`config.mk`:
```
export PLATFORM = sky130hd
export DESIGN_NAME = ram_sp_mask
export DESIGN_NICKNAME = d
export VERILOG_FILES = /design/src/rtl/ram_sp_mask.sv
export SDC_FILE = /design/constraint.sdc
export NUM_CORES = 1
export LEC_CHECK = 0
export ABC_AREA = 1
export BUFFER_PORTS_ARGS = -buffer_cell sky130_fd_sc_hd__clkbuf_2
export CORE_MARGIN = 4
export CORE_UTILIZATION = 30
export CTS_CLUSTER_DIAMETER = 50
export DETAILED_ROUTE_END_ITERATION = 8
export SYNTH_ARGS = -nofsm -noshare
export SYNTH_HDL_FRONTEND = slang
export SYNTH_SLANG_ARGS = --single-unit
export TNS_END_PERCENT = 1
```
`constraint.sdc`:
```
create_clock -name CLK -period 1.9 [get_ports CLK]
set_input_delay 0.285 -clock CLK [delete_from_list [all_inputs] [get_ports CLK]]
set_output_delay 0.285 -clock CLK [all_outputs]
set_load 0.02 [all_outputs]
```
`src/rtl/ram_sp_mask.sv`:
```
// Single-port masked RAM with a post-reset init sweep, read-valid strobe and
// out-of-range flag; read latency 1 cycle; no backpressure, requests ignored while BUSY.
// Optional even-parity per word via `define RAM_SP_MASK_PARITY_EN (PERR tied low otherwise).
module ram_sp_mask #(
    parameter int          DW       = 8,
    parameter int          AW       = 4,
    parameter int          DEPTH    = 16,
    parameter logic [DW-1:0] INIT_VAL = '0
) (
    input  logic          CLK,
    input  logic          RST_N,
    input  logic          EN,
    input  logic          WR,
    input  logic [AW-1:0] A,
    input  logic [DW-1:0] D,
    input  logic [DW-1:0] M,
    output logic [DW-1:0] Q,
    output logic          QV,
    output logic          BUSY,
    output logic          ERR,
    output logic          PERR
);

    typedef enum logic {ST_INIT, ST_IDLE} state_t;

    localparam logic [AW-1:0] LAST = AW'(DEPTH - 1);

    state_t        state_q, state_d;
    logic [AW-1:0] cnt_q, cnt_d;

    logic [DW-1:0] mem [DEPTH];

    logic          in_range;
    logic          req_vld;
    logic          do_wr;
    logic          do_rd;
    logic          mem_we;
    logic [AW-1:0] mem_addr;
    logic [DW-1:0] mem_wdat;

    assign in_range = (32'(A) < DEPTH);
    assign req_vld  = (state_q == ST_IDLE) && EN;
    assign do_wr    = req_vld && in_range && WR;
    assign do_rd    = req_vld && in_range && !WR;
    assign BUSY     = (state_q == ST_INIT);

    always_comb begin
        state_d = state_q;
        cnt_d   = cnt_q;
        if (state_q == ST_INIT) begin
            cnt_d = cnt_q + 1'b1;
            if (cnt_q == LAST) begin
                state_d = ST_IDLE;
                cnt_d   = '0;
            end
        end
    end

    // The sweep owns the write port until it finishes; user writes merge under the mask.
    always_comb begin
        mem_we   = 1'b0;
        mem_addr = A;
        mem_wdat = (mem[A] & ~M) | (D & M);
        if (state_q == ST_INIT) begin
            mem_we   = 1'b1;
            mem_addr = cnt_q;
            mem_wdat = INIT_VAL;
        end else if (do_wr) begin
            mem_we   = 1'b1;
        end
    end

    always_ff @(posedge CLK) begin
        if (mem_we) begin
            mem[mem_addr] <= mem_wdat;
        end
    end

    always_ff @(posedge CLK or negedge RST_N) begin
        if (!RST_N) begin
            state_q <= ST_INIT;
            cnt_q   <= '0;
            Q       <= '0;
            QV      <= 1'b0;
            ERR     <= 1'b0;
        end else begin
            state_q <= state_d;
            cnt_q   <= cnt_d;
            QV      <= do_rd;
            ERR     <= req_vld && !in_range;
            if (do_rd) begin
                Q <= mem[A];
            end
        end
    end

`ifdef RAM_SP_MASK_PARITY_EN
    logic par_mem [DEPTH];
    logic perr_q;

    always_ff @(posedge CLK) begin
        if (mem_we) begin
            par_mem[mem_addr] <= ^mem_wdat;
        end
    end

    always_ff @(posedge CLK or negedge RST_N) begin
        if (!RST_N) begin
            perr_q <= 1'b0;
        end else begin
            perr_q <= do_rd && ((^mem[A]) != par_mem[A]);
        end
    end

    assign PERR = perr_q;
`else
    assign PERR = 1'b0;
`endif

endmodule

```
==> summary.md <==
| Metric | Value |
|---|---|
| Std-Cell Rows | `52` |
| DIE HEIGHT | `153.1 um` |
| CTS tree | `done` |
| Num ports | `36` |
| Layout cell share with drive strength beyond 1 | `15.32%` |
| Core Footprint | `20,490 um2` |
| GRT overflow | `0` |
| Switching Share | `21.47%` |
| CP arrival | `1.46 ns` |
| Synthesis-to-finish area growth | `22.36%` |
| Relative slew slack | `62.22%` |
| Clk_lat worst skew | `0.43 ns` |
| Pre-antenna DRT Iters | `5` |
| DR iter-0 viols | `405` |
| Fillcell total | `2,041` |
| Final Hold Viols | `0` |
| # Max-Cap Violations | `0` |
| Cell taking the most area after synthesis | `edfxtp_1` |
| CP Data Required Time | `1.62 ns` |
| Worst Skew | `0.005585 ns` |
| CP endpoint kind | `output pin` |
| Hold Slack | `0.2306 ns` |
| Switch Pwr | `0.001680 W` |
| Avg WL per Cell | `15.33 um` |
| Final WL | `15.35 mm` |
| N_diodes | `0` |
| Sequential share of power | `45.0%` |
| Hold Crit Class | `input pin to register` |
| Initial Util | `30.82%` |
| CTS Buf Count | `17` |
| Clock transition at the registers of the reported paths | `0.06 ns` |
| Detail Placement HPWL | `10.25 mm` |
| Leakage power total | `3.443 nW` |
| Root buffer cell | `clkbuf_16` |
| Seq cells post-synth | `142` |
| Crit Path Category | `register to output pin` |
| Setup TNS | `0 ns` |
| Clock share of power | `46.8%` |
| Syn_area_per_cell | `9.749 um2` |
| Power per Cell Area | `1012 nW/um2` |
| Die X | `153.1 um` |
| YS warnings | `0` |
| Kind of start point of the critical path | `register` |
| Worst slew pin tran | `0.5661 ns` |
| Crit Path Max Fanout | `11` |
| Final ANT Viol Nets | `0` |
| Clock sink count | `142` |
| H-Tree Depth | `4` |
| Period utilization | `91.92%` |
| Synth area leaders | `edfxtp_1 61%, nand2_1 14%, nand3_1 7.6%` |
| Status | `completed` |
| Number of port buffers | `33` |
| Via count | `4,489` |
| Setup Fix Bufs, Post-CTS | `0` |
| Internal | `0.006144 W` |
| VDD IR max | `631.0 uV` |
| Worst path max stage delay | `0.46 ns` |
| Setup violations, final | `0` |
| Largest net degree at the start of global routing | `50` |
| Vias per inst | `4.485` |
| Die area | `23,440 um2` |
| GRT Util Overall | `13.50%` |
| Register area share after synthesis | `66.39%` |
| Remaining DRCs | `0` |
| GPL Wtd Cong | `0.8902` |
| Mapped Area | `6317 um2` |
| Cells after Synth | `648` |
| Slew Limit Fails | `0` |
| Vias in the first global route | `4,256` |
| RSZ-0062 raised after global routing | `no` |
| Final nets | `743` |
| Shortest period the worst path allows | `1.746 ns` |
| Combinational power share | `8.2%` |
| Fmax | `572.6 MHz` |
| Count of cell types in the netlist | `19` |
| Max clock buf depth | `2` |
| Crit path cell chain | `inv_2 -> buf_4 -> clkbuf_2` |
| CP max stage cell | `dfrtp_2` |
| Layout Utilization | `37.72%` |
| Yosys top cell area share | `60.84%` |
| Initial antenna violation count | `0` |
| Global-route wire length before repair | `24.03 mm` |
-- worst paths after layout --
kind                       slack (ns)  startpoint        end  cells past startpoint
max                              0.15     state_q       BUSY                      3
min                              0.23          WR         QV                      3
max reg2reg                      0.23     state_q  mem[8][2]                      5
min reg2reg                      0.48        Q[7]       Q[7]                      2
max in group asynchronous        1.32       RST_N    state_q                      2
min in group asynchronous        0.30       RST_N       Q[1]                      2
-- state kept, by name, indices dropped and copies added (netlist names) --
register,count
Q,8
QV,1
cnt_q,4
mem,128
state_q,1
-- worst max-delay path, delay by kind of cell, from the launching register on --
kind	cells	cell delay (ns)
buffers and inverters	3	0.57
flip-flops	1	0.46
-- stage by stage --
stage	area (um2)	setup slack, ns	total power [W]	instances
after floorplan	6321	0.2303	0.003936	649
after global placement	7068	-0.1437	0.004219	968
after detailed placement	7068	-0.1793	0.004224	968
after CTS	7729	0.1289	0.007890	1001
after global routing	7730	0.06954	0.008092	1001
final	7730	0.1536	0.007824	1001
-- layer usage --
layer | track usage (%) | vias up | wire, um
met2 | 20.94 | 151 | 7007
met1 | 18.58 | 2110 | 6907
met5 | 0 | - | 0
met4 | 3.309 | 0 | 150
met3 | 4.184 | 15 | 1283
li1 | - | 2213 | -
-- layout by cell type, fill, tap and decap left out, types with 4 or more instances in the layout --
cell type    n
nand3_1     96
nor2_1      35
dfrtp_1     13
bufinv_16    6
inv_2        6
inv_1       88
edfxtp_1   128
clkinv_1     4
buf_12       7
buf_4       37
clkbuf_2    33
nand2_1    242
clkbuf_16   17
a21oi_1      4
-- repair_timing --
action	4_1_cts	5_1_grt
resized for setup	0	1
setup endpoints to repair	0	8
hold buffers	1	0
endpoints found under the hold margin	14	0
-- cells in the mapped netlist --
master,count
buf_2,16
nor3_4,1
ha_1,1
inv_2,6
buf_4,5
nand3_1,96
o21ai_0,2
buf_6,4
inv_1,88
dfrtp_1,14
edfxtp_1,128
o21ai_1,1
clkbuf_1,2
nand2_1,242
a21oi_1,4
conb_1,1
buf_1,1
nor2_1,35
xor2_1,1
-- power by group through the flow --
stage / Sequential [W] / Clock, W / Combinational (W)
6_report: 0.00352 / 0.00366 / 0.000641
5_1_grt: 0.00352 / 0.00386 / 0.000710
4_1_cts: 0.00352 / 0.00372 / 0.000648
3_5_place_dp: 0.00358 / 0 / 0.000642
3_3_place_gp: 0.00358 / 0 / 0.000637
2_1_floorplan: 0.00361 / 0 / 0.000322
-- cells by family (layout without fill, tap and decap cells) --
logic type | count (synthesis) | count (layout) | share of synthesized area (%)
fa+ha+maj | 1 | 1 | 0.1980
buf+inv | 122 | 204 | 8.338
simple gates | 374 | 374 | 24.32
xor+xnor | 1 | 1 | 0.1387
compound gates | 7 | 7 | 0.5545
flops | 142 | 142 | 66.39
other cells | 1 | 2 | 0.05936
-- area by class of cell --
type / count / area (um2) / share of cell area [%]
repair buffers: 78 / 593.1 / 7.672
flip-flops and latches: 142 / 4195 / 54.27
inverters: 94 / 352.8 / 4.565
multi-input cells: 385 / 1600 / 20.70
clock inverters: 14 / 221.5 / 2.865
clock buffers: 18 / 429.2 / 5.552
well taps: 270 / 337.8 / 4.370
Power figures use the tool's default switching activity.
